## config.mk

```make
export PLATFORM = sky130hd
export DESIGN_NAME = proto_sched
export DESIGN_NICKNAME = d
export VERILOG_FILES = /design/src/rtl/proto_pkg.sv /design/src/rtl/rr_arb2.sv /design/src/rtl/proto_sched.sv
export SDC_FILE = /design/constraint.sdc
export NUM_CORES = 1
export LEC_CHECK = 0
export ABC_AREA = 1
export CORE_AREA = 8 8 177 179
export CTS_CLUSTER_DIAMETER = 60
export DETAILED_ROUTE_END_ITERATION = 10
export DIE_AREA = 0 0 185 187
export GPL_TIMING_DRIVEN = 0
export PLACE_DENSITY = 0.67
export SLEW_MARGIN = 10
export SYNTH_ARGS = -nofsm -noshare
export SYNTH_HDL_FRONTEND = slang
export SYNTH_SLANG_ARGS = --single-unit
export TNS_END_PERCENT = 50
```

## constraint.sdc

```tcl
create_clock -name clk -period 4.76 [get_ports clk]
set_input_delay 1.428 -clock clk [delete_from_list [all_inputs] [get_ports clk]]
set_output_delay 1.428 -clock clk [all_outputs]
set_load 0.02 [all_outputs]
```

## src/rtl/proto_pkg.sv

```systemverilog
// Shared constants and types for the protocol transaction scheduler.
package proto_pkg;

    localparam int TOKEN_W = 19;
    localparam int DOUT_W  = 72;
    localparam int DIN_W   = 64;

    localparam logic [1:0] TRANS_NON = 2'b00;
    localparam logic [1:0] TRANS_IN  = 2'b01;
    localparam logic [1:0] TRANS_OUT = 2'b10;

    typedef enum logic [1:0] {
        ST_OK           = 2'b00,
        ST_FAIL_NAK     = 2'b01,
        ST_FAIL_TIMEOUT = 2'b10,
        ST_FAIL_ILLEGAL = 2'b11
    } status_e;

    typedef enum logic [2:0] {
        IDLE  = 3'd0,
        ISSUE = 3'd1,
        WAIT  = 3'd2,
        GAP   = 3'd3,
        RESP  = 3'd4
    } sched_state_e;

    function automatic logic trans_legal(input logic [1:0] code);
        return (code == TRANS_IN) || (code == TRANS_OUT);
    endfunction

endpackage

```

## src/rtl/rr_arb2.sv

```systemverilog
// Two-way round-robin arbiter; the pointer moves to the requester not just granted.
module rr_arb2 (
    input  logic       clk,
    input  logic       rst,
    input  logic [1:0] req,
    input  logic       advance,
    output logic [1:0] gnt
);

    logic ptr_q;

    always_comb begin
        gnt = 2'b00;
        if (ptr_q) begin
            if (req[1])      gnt = 2'b10;
            else if (req[0]) gnt = 2'b01;
        end else begin
            if (req[0])      gnt = 2'b01;
            else if (req[1]) gnt = 2'b10;
        end
    end

    always_ff @(posedge clk) begin
        if (rst) begin
            ptr_q <= 1'b0;
        end else if (advance && (|gnt)) begin
            ptr_q <= gnt[0];
        end
    end

endmodule

```

## src/rtl/proto_sched.sv

```systemverilog
// Shares one protocol engine between the rw and bulk engines with retry and watchdog.
// Optional statistics counters: define PROTO_SCHED_STATS_EN.
//
// state | meaning
// IDLE  | sample req, grant and latch the transaction
// ISSUE | present transaction with data_to_proto_avail for one cycle
// WAIT  | hold transaction, capture IN data, await pkt_done or watchdog
// GAP   | TRANS_NON between a failed attempt and the reissue
// RESP  | one-cycle ack with status to the granted requester
module proto_sched
    import proto_pkg::*;
#(
    parameter int unsigned MAX_ATTEMPTS = 3,
    parameter int unsigned GAP_CYCLES   = 4,
    parameter int unsigned WDOG_CYCLES  = 4095
) (
    input  logic                        clk,
    input  logic                        rst,
    input  logic [1:0]                  req,
    input  logic [1:0][1:0]             req_trans,
    input  logic [1:0][TOKEN_W-1:0]     req_token,
    input  logic [1:0][DOUT_W-1:0]      req_data,
    output logic [1:0]                  ack,
    output logic [1:0]                  ack_status,
    output logic [DIN_W-1:0]            rd_data,
    output logic [1:0]                  transaction,
    output logic [TOKEN_W-1:0]          token_to_proto,
    output logic [DOUT_W-1:0]           data_to_proto,
    output logic                        data_to_proto_avail,
    input  logic                        pkt_done,
    input  logic                        pkt_succeeded,
    input  logic [DIN_W-1:0]            data_from_proto,
    input  logic                        data_from_proto_avail,
    output logic [15:0]                 stat_ok,
    output logic [15:0]                 stat_fail,
    output logic [15:0]                 stat_retry
);

    localparam logic [2:0] S_IDLE  = IDLE;
    localparam logic [2:0] S_ISSUE = ISSUE;
    localparam logic [2:0] S_WAIT  = WAIT;
    localparam logic [2:0] S_GAP   = GAP;
    localparam logic [2:0] S_RESP  = RESP;

    localparam logic [3:0]  MAX_A   = 4'(MAX_ATTEMPTS);
    localparam logic [7:0]  GAP_TC  = 8'(GAP_CYCLES - 1);
    localparam logic [11:0] WDOG_TC = 12'(WDOG_CYCLES);

    logic [2:0]  state_q;
    logic        gnt_idx_q;
    logic [1:0]  trans_q;
    logic [3:0]  attempt_q;
    logic [11:0] wdog_q;
    logic [7:0]  gap_q;

    logic [1:0]  arb_gnt;
    logic        arb_advance;
    logic        gnt_sel;
    logic [3:0]  attempt_inc;
    logic [11:0] wdog_inc;
    logic        wdog_expired;
    logic [1:0]  ack_onehot;

    assign arb_advance  = (state_q == S_IDLE);
    assign gnt_sel      = arb_gnt[1];
    assign attempt_inc  = attempt_q + 4'd1;
    assign wdog_inc     = wdog_q + 12'd1;
    assign wdog_expired = (wdog_inc == WDOG_TC);
    assign ack_onehot   = gnt_idx_q ? 2'b10 : 2'b01;

    rr_arb2 u_arb (
        .clk     (clk),
        .rst     (rst),
        .req     (req),
        .advance (arb_advance),
        .gnt     (arb_gnt)
    );

    // Outputs are driven from the transition into each state so they are registered.
    // The watchdog counts from the issue cycle, so it expires WDOG_CYCLES after ISSUE.
    always_ff @(posedge clk) begin
        if (rst) begin
            state_q             <= S_IDLE;
            gnt_idx_q           <= 1'b0;
            trans_q             <= TRANS_NON;
            attempt_q           <= 4'd0;
            wdog_q              <= 12'd0;
            gap_q               <= 8'd0;
            ack                 <= 2'b00;
            ack_status          <= ST_OK;
            rd_data             <= '0;
            transaction         <= TRANS_NON;
            token_to_proto      <= '0;
            data_to_proto       <= '0;
            data_to_proto_avail <= 1'b0;
        end else begin
            ack <= 2'b00;
            case (state_q)
                S_IDLE: begin
                    if (|arb_gnt) begin
                        gnt_idx_q      <= gnt_sel;
                        trans_q        <= req_trans[gnt_sel];
                        token_to_proto <= req_token[gnt_sel];
                        data_to_proto  <= req_data[gnt_sel];
                        attempt_q      <= 4'd0;
                        wdog_q         <= 12'd0;
                        if (trans_legal(req_trans[gnt_sel])) begin
                            state_q             <= S_ISSUE;
                            transaction         <= req_trans[gnt_sel];
                            data_to_proto_avail <= 1'b1;
                        end else begin
                            state_q    <= S_RESP;
                            ack        <= arb_gnt;
                            ack_status <= ST_FAIL_ILLEGAL;
                        end
                    end
                end
                S_ISSUE: begin
                    data_to_proto_avail <= 1'b0;
                    wdog_q              <= wdog_inc;
                    state_q             <= S_WAIT;
                end
                S_WAIT: begin
                    wdog_q <= wdog_inc;
                    if ((trans_q == TRANS_IN) && data_from_proto_avail) begin
                        rd_data <= data_from_proto;
                    end
                    if (pkt_done) begin
                        if (pkt_succeeded) begin
                            state_q     <= S_RESP;
                            transaction <= TRANS_NON;
                            ack         <= ack_onehot;
                            ack_status  <= ST_OK;
                        end else begin
                            attempt_q <= attempt_inc;
                            if (attempt_inc < MAX_A) begin
                                state_q     <= S_GAP;
                                transaction <= TRANS_NON;
                                wdog_q      <= 12'd0;
                                gap_q       <= GAP_TC;
                            end else begin
                                state_q     <= S_RESP;
                                transaction <= TRANS_NON;
                                ack         <= ack_onehot;
                                ack_status  <= ST_FAIL_NAK;
                            end
                        end
                    end else if (wdog_expired) begin
                        state_q     <= S_RESP;
                        transaction <= TRANS_NON;
                        ack         <= ack_onehot;
                        ack_status  <= ST_FAIL_TIMEOUT;
                    end
                end
                S_GAP: begin
                    if (gap_q == 8'd0) begin
                        state_q             <= S_ISSUE;
                        transaction         <= trans_q;
                        data_to_proto_avail <= 1'b1;
                    end else begin
                        gap_q <= gap_q - 8'd1;
                    end
                end
                S_RESP: begin
                    state_q <= S_IDLE;
                end
                default: begin
                    state_q             <= S_IDLE;
                    transaction         <= TRANS_NON;
                    data_to_proto_avail <= 1'b0;
                end
            endcase
        end
    end

`ifdef PROTO_SCHED_STATS_EN
    logic [15:0] ok_q;
    logic [15:0] fail_q;
    logic [15:0] retry_q;
    logic        retry_go;

    assign retry_go = (state_q == S_WAIT) && pkt_done && !pkt_succeeded
                      && (attempt_inc < MAX_A);

    always_ff @(posedge clk) begin
        if (rst) begin
            ok_q    <= 16'd0;
            fail_q  <= 16'd0;
            retry_q <= 16'd0;
        end else begin
            if ((|ack) && (ack_status == ST_OK) && (ok_q != 16'hFFFF)) begin
                ok_q <= ok_q + 16'd1;
            end
            if ((|ack) && (ack_status != ST_OK) && (fail_q != 16'hFFFF)) begin
                fail_q <= fail_q + 16'd1;
            end
            if (retry_go && (retry_q != 16'hFFFF)) begin
                retry_q <= retry_q + 16'd1;
            end
        end
    end

    assign stat_ok    = ok_q;
    assign stat_fail  = fail_q;
    assign stat_retry = retry_q;
`else
    assign stat_ok    = 16'd0;
    assign stat_fail  = 16'd0;
    assign stat_retry = 16'd0;
`endif

endmodule
```

## After elaboration in Yosys (flattened, before gate mapping)

Index checks and enable logic that the tools add are counted.

- Flip-flop bits (word level): 193
- Output and inout bits: 210
- Word-level logic and storage cells: 117

- $add $sub $neg: 3
- Order comparisons: 2
- Eq/ne operators: 18
- Muxes and demuxes: 58
- Bitwise logic cells: 2
- Reductions and logical operators: 20

Operators with widths:

| kind | number |
|---|---|
| two-way mux 72 bit | 2 |
| two-way mux 12 bit | 4 |
| two-way mux 2 bit | 24 |
| two-way mux 19 bit | 2 |
| case mux 12 bit (3 select lines) | 1 |
| two-way mux 8 bit | 4 |
| two-way mux 3 bit | 7 |
| != test 2 bit, second input constant | 8 |
| case mux 8 bit (2 select lines) | 1 |
| AND reduction 5 bit | 3 |
| adder 12 x 1 -> 12 bit, second input constant | 1 |
| == test 12 bit, second input constant | 1 |
| two-way mux 4 bit | 3 |
| case mux 3 bit (4 select lines) | 1 |
| logical NOT 8 bit | 1 |
| case mux 2 bit (2 select lines) | 2 |
| case mux 2 bit (4 select lines) | 1 |
| case mux 4 bit (2 select lines) | 1 |
| AND reduction 4 bit | 2 |
| subtractor 8 x 1 -> 8 bit, second input constant | 1 |
| == test 3 x 2 -> 1 bit, second input constant | 2 |
| AND reduction 2 bit | 3 |
| OR reduction 2 bit | 3 |
| adder 4 x 1 -> 4 bit, second input constant | 1 |
| other kinds (17) | 24 |

## Depth between registers and ports, before layout

- Word-level depth: 10
- Mapped depth: 14

## By module

A second synthesis with hierarchy kept.

- Cell total of the unflattened synthesis: 1,156
- Area, all modules: 8,499.4 um2

Modules (own cells, without submodules):

| module | instances | cells an instance | area each (um2) | sequential area each (um2) |
|---|---|---|---|---|
| proto_sched | 1 | 1,148 | 8,439.3 | 3,843.7 |
| rr_arb2 | 1 | 8 | 60.1 | 20.0 |

## Worst setup path after synthesis

OpenSTA, ideal clock, no wires.

- Path kind: input to register
- Start: input port pkt_done
- End: register gap_q[5]
- Setup time: 119 ps
- Arrival time: 2,346 ps
- Required time: 4,641 ps
- Path slack: 2,295 ps
- Stages: 11
- Cell sequence: inv_2 > nor2_4 > nand2_1 > nor2_1 > nand3_2 > nand2_2 > inv_2 > nor2_1 > nand2_1 > nand2_1 > a21oi_1

- Cells in the longest elaborated chain, start to end: 2

RTL lines:

| item | line | text |
|---|---|---|
| start: declaration | proto_sched.sv:30 | `input logic pkt_done,` |
| != test 2 bit (no source line) | -- |  |
| AND reduction 5 bit (no source line) | -- |  |
| end signal: assignment | proto_sched.sv:161 | `gap_q <= gap_q - 8'd1;` |
| end: declaration | proto_sched.sv:54 | `logic [7:0] gap_q;` |

Every way passes these cells.
A chain may end at the register's enable or synchronous reset.

==> impl_metrics.tcl <==
set metrics [dict create \
    detailedRoute.firstIterationViolations 408 \
    cts_resized 0 \
    ant_nets 0 \
    clock_path_buffers 2 \
    finalSetupTns_ps 0 \
    outcome "finished, final reports clean" \
    timing.final.hold_violations 0 \
    fmaxAchievable_ghz 0.2995 \
    grtUsageTotal_pct 19.85 \
    cts.htree.levels 4 \
    initial_standard_cell_utilization_of_the_core_pct 32.52 \
    synth-simple-area-share_pct 26.55 \
    detailedPlacementHpwl_mm 29.07 \
    post-route-period-util_pct 70.14 \
    grt_pass1_vias 9740 \
    synth_seq_cells 193 \
    dominantRegCellSynth "sky130_fd_sc_hd__dfxtp_1" \
    clock_skew_ps 16.92 \
    netlist_area_mm2 0.009233 \
    cts.repair_timing.setup_buffer_count 0 \
    synth_top_area_share_pct 41.85 \
    cts_made_buffers 17 \
    post_route_cells_drive_above_1_share_pct 8.542 \
    die_area_mm2 0.03460 \
    yosys.area_share.adder_pct 0.9486 \
    grt_setup_unrepaired "no" \
    drt-vias-per-instance 4.433 \
    synth_cell_types 35 \
    wirelength_mm 35.33 \
    post-route-worst-setup-slack_ps 1422 \
    sequential_share_of_the_synthesized_area_pct 41.85 \
    num_vias 10010 \
    clock-sinks 193 \
    worst_pin_slew_ps 652.6 \
    n_antenna_cell 0 \
    drt-wirelength-per-cell_um 15.65 \
    worst-path-max-fanout 10 \
    cts_tree "done" \
    gp_congestion 0.8300 \
    timing.max_cap.violations 0 \
    grt_max_degree 21 \
    finalCriticalPeriod_ps 3338 \
    layout.filler_cells 2820 \
    static_leakage_nw 6.359 \
    synth_compound_gate_area_share_pct 16.25 \
    async_flop_share_pct 0 \
    die_y_um 187 \
    drt_drc_violations_left 0 \
    io_pins 467 \
    fin_nets 2124 \
    core_region_area_mm2 0.02839 \
    finalSetupViolCount 0 \
    global_route_wire_length_before_repair_mm 54.30 \
    clk-insertion-delay-late_ps 430 \
    yosys.area_share.xor_xnor_pct 0.3795 \
    synth_cells 1376 \
    ff2ff_setup_slack_ps 2870 \
    clock-root-buffer "sky130_fd_sc_hd__clkbuf_16" \
    worstHoldPathType "flip-flop to flip-flop" \
    post_synth_most_frequent_cells "sky130_fd_sc_hd__nand2_1, sky130_fd_sc_hd__dfxtp_1, sky130_fd_sc_hd__nor2_1, sky130_fd_sc_hd__o21ai_0, sky130_fd_sc_hd__inv_1" \
    antenna_found_initial 0 \
    final_max_slew_viol_count 0 \
    worstPathRequired_ps 5110 \
    grt.overflow.total 0 \
    netlist_top_cells_area "sky130_fd_sc_hd__dfxtp_1, sky130_fd_sc_hd__nand2_1, sky130_fd_sc_hd__o21ai_0, sky130_fd_sc_hd__nor2_1, sky130_fd_sc_hd__a21oi_1" \
    cp.arrival_ps 3690 \
    vdd_ir_drop_max_mv 0.2684 \
    end_kind "flip-flop" \
    relative_slew_slack_pct 56.50 \
    post-synth-top-area-cell "sky130_fd_sc_hd__dfxtp_1" \
    most_instantiated_library_cell_after_synthesis "sky130_fd_sc_hd__nand2_1" \
    drt_pre_antenna_iters 5 \
    die-width_um 185 \
    floorplan.rows 62 \
    setup.worst_path.start_class "input pin" \
    syn2layout_area_growth_pct 59.11 \
    synth_top_family_by_area "simple AND/OR/NAND/NOR gates" \
    synth.area.mux_share_pct 0 \
    port_buffers 418 \
    synth.yosys.warnings 0 \
    clk_pin_slew_worst_paths_ps 70 \
    critical_path_class "input pin to flip-flop" \
    cts-hold-fix-buffers 0 \
    synth-edff-count 0 \
    synth_area_per_cell_um2 6.710 \
    detailedPlace.worstSlack_ps 939.1 \
    power.density_mw_per_mm2 490.6 \
]
cells in the final DEF (no fill, tap or decap), drive strengths merged, types with 2 or more instances in the layout:
cell type	netlist	layout
clkbuf	33	50
xor2	4	4
clkdlybuf4s50	0	418
dfxtp	193	193
nor3	3	3
conb	1	48
nand3	28	28
a21oi	122	122
o22ai	2	2
o21ai	163	163
o211ai	2	2
clkinv	0	8
o211a	2	2
nand3b	4	4
buf	90	90
nand4	5	5
nor2	175	175
nand2	392	392
inv	146	151
ha	7	7
routing by layer:
layer | share of wire, % | vias up | global-route usage (%)
met3 | 10 | 50 | 7.906
li1 | - | 5180 | -
met1 | 39 | 4422 | 21.28
met5 | 0 | - | 0
met2 | 49 | 354 | 34.91
met4 | 2.6 | 0 | 6.496
critical path, stage by stage:
cell and delay [ps]:
sky130_fd_sc_hd__clkdlybuf4s50_1 470, sky130_fd_sc_hd__inv_1 330, sky130_fd_sc_hd__clkbuf_1 550, sky130_fd_sc_hd__clkbuf_1 560, sky130_fd_sc_hd__o21ai_0 190, sky130_fd_sc_hd__a21oi_1 150
report_power, final:
group | switching [mW] | internal [mW] | total, mW
Sequential | 0.253 | 2.06 | 2.32
Clock | 0.730 | 0.760 | 1.49
Combinational | 1.98 | 1.42 | 3.40
Total | 2.96 | 4.25 | 7.21
worst paths after layout:
path                         to  cells after the start                from
min          token_to_proto[17]                      2  token_to_proto[17]
min reg2reg  token_to_proto[17]                      2  token_to_proto[17]
max reg2reg      transaction[1]                     12           wdog_q[0]
max                  trans_q[1]                      6                 rst
state kept, by name, indices dropped and copies added (netlist names):
register,cells
state_q,3
gnt_idx_q,1
attempt_q,4
trans_q,2
data_to_proto,72
ack,2
u_arb.ptr_q,1
data_to_proto_avail,1
wdog_q,12
token_to_proto,19
rd_data,64
transaction,2
gap_q,8
ack_status,2
cell type report:
type | instances | area [um^2] | area share [%]
plain buffers | 123 | 743.2 | 5.059
clock inverters | 15 | 191.4 | 1.303
multi-input cells | 961 | 4254 | 28.96
well taps | 384 | 480.5 | 3.271
flip-flops and latches | 193 | 3864 | 26.30
clock buffers | 17 | 425.4 | 2.896
inverters | 146 | 548.0 | 3.731
repair buffers | 418 | 4184 | 28.48
stage by stage:
| stage | instance area [um^2] | total power, mW | util [%] | hold WS (ps) | std cells |
|---|---|---|---|---|---|
| after floorplan | 9409 | 4.199 | - | 444.4 | 1423 |
| after global placement | 14070 | 5.745 | 49.57 | 430.6 | 2225 |
| after detailed placement | 14070 | 5.783 | 49.57 | 436.0 | 2225 |
| after CTS | 14690 | 7.299 | 51.74 | 447.1 | 2257 |
| after global routing | 14690 | 7.695 | 51.74 | 465.4 | 2257 |
| final | 14690 | 7.207 | 51.74 | 444.1 | 2257 |
cell families after synthesis:
logic type	after synthesis
AND/OR/NAND/NOR	609
adder cells (fa/ha/maj)	7
AO/OA/AOI/OAI	293
other	1
flip-flops	193
XOR/XNOR	4
buffers and inverters	269
Power figures use the tool's default switching activity.
